File: src/rtl/ahb3lite_pkg.sv
// Shared AHB3-Lite constants and types for the decoder/mux slice.
package ahb3lite_pkg;

   localparam logic [1:0] HTRANS_IDLE   = 2'b00;
   localparam logic [1:0] HTRANS_BUSY   = 2'b01;
   localparam logic [1:0] HTRANS_NONSEQ = 2'b10;
   localparam logic [1:0] HTRANS_SEQ    = 2'b11;

   localparam logic HRESP_OKAY  = 1'b0;
   localparam logic HRESP_ERROR = 1'b1;

   typedef enum logic [1:0] {
      DEF_IDLE = 2'd0,
      DEF_ERR1 = 2'd1,
      DEF_ERR2 = 2'd2
   } ahb3lite_def_state_t;

   // A single slave still needs a one-bit index register.
   function automatic int SLV_IDX_W(input int slaves);
      return (slaves > 1) ? $clog2(slaves) : 1;
   endfunction

endpackage

File: src/rtl/ahb3lite_default_slave.sv
// Default slave: two-cycle ERROR response for unmapped transfers plus error log.
module ahb3lite_default_slave
   import ahb3lite_pkg::*;
#(
   parameter int HADDR_SIZE = 32
) (
   input  logic                  hclk_i,
   input  logic                  hreset_i,
   input  logic                  hready_i,
   input  logic                  sel_def_i,
   input  logic [1:0]            htrans_i,
   input  logic [HADDR_SIZE-1:0] haddr_i,
   input  logic                  err_clr_i,
   output logic                  hreadyout_o,
   output logic                  hresp_o,
   output logic [HADDR_SIZE-1:0] err_addr_o,
   output logic [7:0]            err_count_o
);

   ahb3lite_def_state_t   state_q;
   logic                  rdy_q;
   logic                  resp_q;
   logic [HADDR_SIZE-1:0] err_addr_q;
   logic [7:0]            err_count_q, err_count_d;
   logic                  err_start;

   // ERR1 holds HREADY low, so a new erroring transfer can only start from IDLE or ERR2.
   assign err_start = hready_i && sel_def_i && (state_q != DEF_ERR1) &&
                      ((htrans_i == HTRANS_NONSEQ) || (htrans_i == HTRANS_SEQ));

   always_ff @(posedge hclk_i) begin
      if (hreset_i) begin
         state_q <= DEF_IDLE;
         rdy_q   <= 1'b1;
         resp_q  <= HRESP_OKAY;
      end else begin
         case (state_q)
            DEF_ERR1: begin
               state_q <= DEF_ERR2;
               rdy_q   <= 1'b1;
               resp_q  <= HRESP_ERROR;
            end
            default: begin
               if (err_start) begin
                  state_q <= DEF_ERR1;
                  rdy_q   <= 1'b0;
                  resp_q  <= HRESP_ERROR;
               end else begin
                  state_q <= DEF_IDLE;
                  rdy_q   <= 1'b1;
                  resp_q  <= HRESP_OKAY;
               end
            end
         endcase
      end
   end

   always_comb begin
      err_count_d = err_count_q;
      if (err_clr_i)
         err_count_d = err_start ? 8'd1 : 8'd0;
      else if (err_start && (err_count_q != 8'hFF))
         err_count_d = err_count_q + 8'd1;
   end

   always_ff @(posedge hclk_i) begin
      if (hreset_i) begin
         err_addr_q  <= '0;
         err_count_q <= '0;
      end else begin
         if (err_start)
            err_addr_q <= haddr_i;
         err_count_q <= err_count_d;
      end
   end

   assign hreadyout_o = rdy_q;
   assign hresp_o     = resp_q;
   assign err_addr_o  = err_addr_q;
   assign err_count_o = err_count_q;

endmodule

File: src/rtl/ahb3lite_decoder_mux.sv
// Single-master AHB3-Lite address decoder and data-phase response multiplexer.
module ahb3lite_decoder_mux
   import ahb3lite_pkg::*;
#(
   parameter int                          HADDR_SIZE = 32,
   parameter int                          HDATA_SIZE = 32,
   parameter int                          SLAVES     = 4,
   parameter logic [SLAVES*HADDR_SIZE-1:0] SLAVE_BASE = '0,
   parameter logic [SLAVES*HADDR_SIZE-1:0] SLAVE_MASK = '0
) (
   input  logic                         HCLK,
   input  logic                         HRESET,
   input  logic [HADDR_SIZE-1:0]        HADDR,
   input  logic [1:0]                   HTRANS,
   output logic                         HREADY,
   output logic                         HRESP,
   output logic [HDATA_SIZE-1:0]        HRDATA,
   output logic [SLAVES-1:0]            s_HSEL,
   input  logic [SLAVES-1:0]            s_HREADYOUT,
   input  logic [SLAVES-1:0]            s_HRESP,
   input  logic [SLAVES*HDATA_SIZE-1:0] s_HRDATA,
   input  logic                         err_clr,
   output logic [HADDR_SIZE-1:0]        err_addr,
   output logic [7:0]                   err_count
);

   localparam int IDX_W = SLV_IDX_W(SLAVES);

   logic [IDX_W-1:0] tgt_idx;
   logic             tgt_def;
   logic [IDX_W-1:0] dsel_idx_q;
   logic             dsel_def_q;
   logic             def_rdy;
   logic             def_resp;

   // Scan downwards so the lowest matching index is the last one written.
   always_comb begin
      tgt_idx = '0;
      tgt_def = 1'b1;
      for (int i = SLAVES - 1; i >= 0; i--) begin
         if (((HADDR ^ SLAVE_BASE[i*HADDR_SIZE +: HADDR_SIZE]) &
              SLAVE_MASK[i*HADDR_SIZE +: HADDR_SIZE]) == '0) begin
            tgt_idx = IDX_W'(i);
            tgt_def = 1'b0;
         end
      end
   end

   always_comb begin
      s_HSEL = '0;
      for (int i = 0; i < SLAVES; i++)
         s_HSEL[i] = !tgt_def && (tgt_idx == IDX_W'(i));
   end

   always_ff @(posedge HCLK) begin
      if (HRESET) begin
         dsel_def_q <= 1'b1;
         dsel_idx_q <= '0;
      end else if (HREADY) begin
         dsel_def_q <= tgt_def;
         dsel_idx_q <= tgt_idx;
      end
   end

   always_comb begin
      HREADY = def_rdy;
      HRESP  = def_resp;
      HRDATA = '0;
      if (!dsel_def_q) begin
         for (int i = 0; i < SLAVES; i++) begin
            if (dsel_idx_q == IDX_W'(i)) begin
               HREADY = s_HREADYOUT[i];
               HRESP  = s_HRESP[i];
               HRDATA = s_HRDATA[i*HDATA_SIZE +: HDATA_SIZE];
            end
         end
      end
   end

   ahb3lite_default_slave #(
      .HADDR_SIZE (HADDR_SIZE)
   ) u_def (
      .hclk_i      (HCLK),
      .hreset_i    (HRESET),
      .hready_i    (HREADY),
      .sel_def_i   (tgt_def),
      .htrans_i    (HTRANS),
      .haddr_i     (HADDR),
      .err_clr_i   (err_clr),
      .hreadyout_o (def_rdy),
      .hresp_o     (def_resp),
      .err_addr_o  (err_addr),
      .err_count_o (err_count)
   );

endmodule

File: config.mk
export PLATFORM = sky130hd
export DESIGN_NAME = ahb3lite_decoder_mux
export DESIGN_NICKNAME = d
export VERILOG_FILES = /design/src/rtl/ahb3lite_pkg.sv /design/src/rtl/ahb3lite_default_slave.sv /design/src/rtl/ahb3lite_decoder_mux.sv
export SDC_FILE = /design/constraint.sdc
export NUM_CORES = 1
export LEC_CHECK = 0
export ABC_AREA = 1
export CORE_AREA = 3 3 96 98
export DETAILED_ROUTE_END_ITERATION = 16
export DIE_AREA = 0 0 99 101
export GPL_TIMING_DRIVEN = 0
export SYNTH_ARGS = -nofsm -noshare
export SYNTH_HDL_FRONTEND = slang
export SYNTH_SLANG_ARGS = --single-unit
File: constraint.sdc
create_clock -name HCLK -period 1 [get_ports HCLK]
set_clock_uncertainty 0.15 [all_clocks]
set_input_delay 0.2 -clock HCLK [delete_from_list [all_inputs] [get_ports HCLK]]
set_output_delay 0.2 -clock HCLK [all_outputs]
set_load 0.1 [all_outputs]
# ---- Word level (Yosys, flattened, before mapping)
# Index checks and enable logic that the tools add are counted.
dict set report totals {
  reg_bits 4
  in_bits 173
  out_inout_bits 78
  elab_cells 9
}
dict set report classes {
  eq_ne 1
  mux 5
}
# cell n
set ops {}
lappend ops {{$mux W32} 1}
lappend ops {{$mux W1} 3}
lappend ops {{$eq A2 B1 Y1 const B} 1}
lappend ops {{$mux W2} 1}

# ---- Longest topological paths before layout
dict set report depth {
  word_depth 2
  ltp_mapped 3
}

# ---- Hierarchy
# From an unflattened synthesis, not the netlist that was laid out.
dict set report hier_totals {
  hier_cells 307
  hier_area_um2 2115.8
}
# mod instances cells_each area_per_inst_um2 seq_area_each_um2
set modules_own_cells {}
lappend modules_own_cells {ahb3lite_default_slave 1 221 1726.7 880.8}
lappend modules_own_cells {ahb3lite_decoder_mux 1 86 389.1 20.0}

# ---- Least setup slack after synthesis
# Ideal clock, no wire load.
dict set report synth_path {
  path_kind {register to output}
  startpoint {reg dsel_def_q}
  endpoint {out HRDATA[1]}
  t_arrival_ns 1.805
  t_required_ns 0.650
  slack_ns -1.155
  stages_incl_launch_ff 4
  n_path_buf 2
  path_cell_list {dfxtp_1 > buf_6 > buf_6 > nor2_1}
}
dict set report synth_between {
  elab_chain_len 1
}
# item line_no
set synth_lines {}
lappend synth_lines {{start, declared} ahb3lite_decoder_mux.sv:32} ;# logic dsel_def_q;
lappend synth_lines {{start signal, assigned} ahb3lite_decoder_mux.sv:60} ;# dsel_def_q <= tgt_def;
lappend synth_lines {{$mux W32} ahb3lite_decoder_mux.sv:69} ;# if (!dsel_def_q) begin
lappend synth_lines {{end, declared} ahb3lite_decoder_mux.sv:17} ;# output logic [HDATA_SIZE-1:0] HRDATA,
# No other way between the ends.

# ---- Worst setup path in the final report
dict set report layout_path {
  startpoint {reg dsel_def_q}
  endpoint {out HRDATA[15]}
}
# Same word-level chain as after synthesis.

==> flow_summary.toml <==
[run_status]
status = "finished, violations left"
violations = "setup timing"

[die]
ios = 251
fp.dieArea_um2 = 10000
core_area_um2 = 8550
initial_core_util = 0.0784
die_w_um = 99
dieHeight_um = 101
num_rows = 34

[synthesis]
avgSynthCellArea_um2 = 5.54
muxShareOfSynthArea = 0
yosys_warnings = 0
synth_area_um2 = 671
ys_ff_latch = 1
ys_types = 9
synthSimpleGateAreaFrac = 0.198
syn_inst = 121
synth-seq-area-share = 0.0299
synth-compound-area-share = 0
synth_adder_area_share = 0
synth_xor_area_frac = 0
synth_top_family_by_area = "buffers and inverters"

[timing]
period_needed_ps = 1260
hold_viol = 0
setup_viol = 34
fin_crit_sh = 1.26
rsz0062_at_grt = "true"
tns_ps = -8180
setup_slack_ps = -262
drv_slew = 0
clock.fmax_mhz = 792

[pwr]
vdd.ir_drop.worst_v = 0.000292
finalPower_mw = 2.14
internal_power_mw = 0.625
powerDensity_nw_per_um2 = 936
swShare = 0.709
p_seq_frac = 0.021
p_sw_mw = 1.52
power.leakage_nw = 1.18
combPwrFrac = 0.979
share_clk_of_total_power = 0

[finish]
antenna_cells = 0
drive_gt1_frac = 0.664
n_fill_cell = 896
multi_input_area_um2 = 557
top_register = "dsel_def_q"
syn_to_final_growth_pct = 241
nets = 410
largest_reg_flops = 1
largestRegisters = "dsel_def_q (1)"
final_cells = 343
regArea_um2 = 21.3

[grt]
grt_use_total = 0.0457
antenna_found_initial = 1
grt_pass1_vias = 819
grt-ovfl-total = 0
grt_first_pass_wirelength_um = 3820
grt_max_degree = 11

[drt]
vias = 879
totalWireLength_um = 2620
wl_per_cell_um = 7.63
first_pass_iters = 3
postRouteAntennaNets = 0
drc_errors = 0
via_per_inst = 2.56
drtIter0Drc = 5

[cts]
clk_transition_reported_paths_ps = 0
cts_hold_buffers = 0

[worst_hold_path]
hp-class = "input pin to flip-flop"

[setup_path]
crit_chain = "buf_12 > buf_12 > nor2_4 > buf_12"
crit_path_end_kind = "output port"
crit_required_ps = 650
max_stage_delay_ps = 300
cpMaxStageDelayCell = "dfxtp_2"
cpMostUsedCell = "buf_12"
worst-setup-path-type = "flip-flop to output port"
startpoint_type = "flip-flop"
cp_data_arrival_time_ps = 910
crit_fanout = 10

[job]
maxCapViolCount = 0

[place]
io_buffers = 68
gp_congestion = 0.665
dp.cells = 339
dp_hpwl_um = 2240
## final timing paths
path / endpoint / slack, ps / cells after the start / from
worst min-delay path: dsel_def_q$_SDFFE_PP1P_ / 140 / 1 / HRESET
worst max-delay path: HRDATA[15] / -260 / 4 / dsel_def_q$_SDFFE_PP1P_
## synth_stat cells
library cell / instances / area [um^2]
buf_6: 4 / 45.0
inv_1: 35 / 131
nor2_1: 31 / 116
clkbuf_1: 1 / 3.75
conb_1: 2 / 7.51
nor2_2: 2 / 12.5
buf_4: 44 / 330
dfxtp_1: 1 / 20.0
nand2_1: 1 / 3.75
## layout by cell type, fill, tap and decap left out, drive strengths merged
cell type / instances
clkbuf: 1
inv: 35
nor2: 33
buf: 86
conb: 44
nand2: 1
dfxtp: 1
dlygate4sd2: 34
## logic make-up after synthesis
group / Yosys count
and+or+nand+nor: 34
other: 2
DFF: 1
buffers and inverters: 84
## power by group through the flow
| stage | Combinational, mW | Clock, mW | Sequential, mW |
|---|---|---|---|
| 2_1_floorplan | 1.61 | 0 | 0.0437 |
| 3_3_place_gp | 1.89 | 0 | 0.0439 |
| 3_5_place_dp | 1.90 | 0 | 0.0439 |
| 4_1_cts | 2.10 | 0 | 0.0452 |
| 5_1_grt | 2.16 | 0 | 0.0453 |
| 6_report | 2.10 | 0 | 0.0451 |
## stage by stage
step	worst slack, ps	cell area (um^2)	hold WS [ps]	utilization
2_1_floorplan	-417	1110	140	-
3_3_place_gp	-1320	1930	142	0.226
3_5_place_dp	-1320	1930	146	0.226
4_1_cts	-278	2290	146	0.268
5_1_grt	-279	2290	168	0.268
6_report	-262	2290	144	0.268
## per-layer routing
metal,vias to the layer above,part of all wire,global-route usage
li1,465,-,-
met1,341,0.31,0.0498
met2,69,0.55,0.0930
met3,2,0.13,0.0118
met4,2,0.00076,0
met5,-,0.0050,0
## repair_timing
action,4_1_cts,5_1_grt
buffers inserted,3,0
gates resized for setup,380,0
cloned,1,0
pin swaps,33,25
setup endpoints to repair,34,34
## cell type report
class | count | share of cell area
Timing Repair Buffer | 72 | 0.449
Sequential cell | 1 | 0.00929
Multi-Input combinational cell | 78 | 0.243
Inverter | 35 | 0.0585
Buffer | 49 | 0.181
Tap cell | 108 | 0.0590
## worst max-delay path, delay by kind of cell (launching register included)
family                 cells  cell delay, ps
DFF                        1             300
buffers and inverters      3             480
and+or+nand+nor            1             120
No activity file was read; power rests on OpenSTA's default activity.
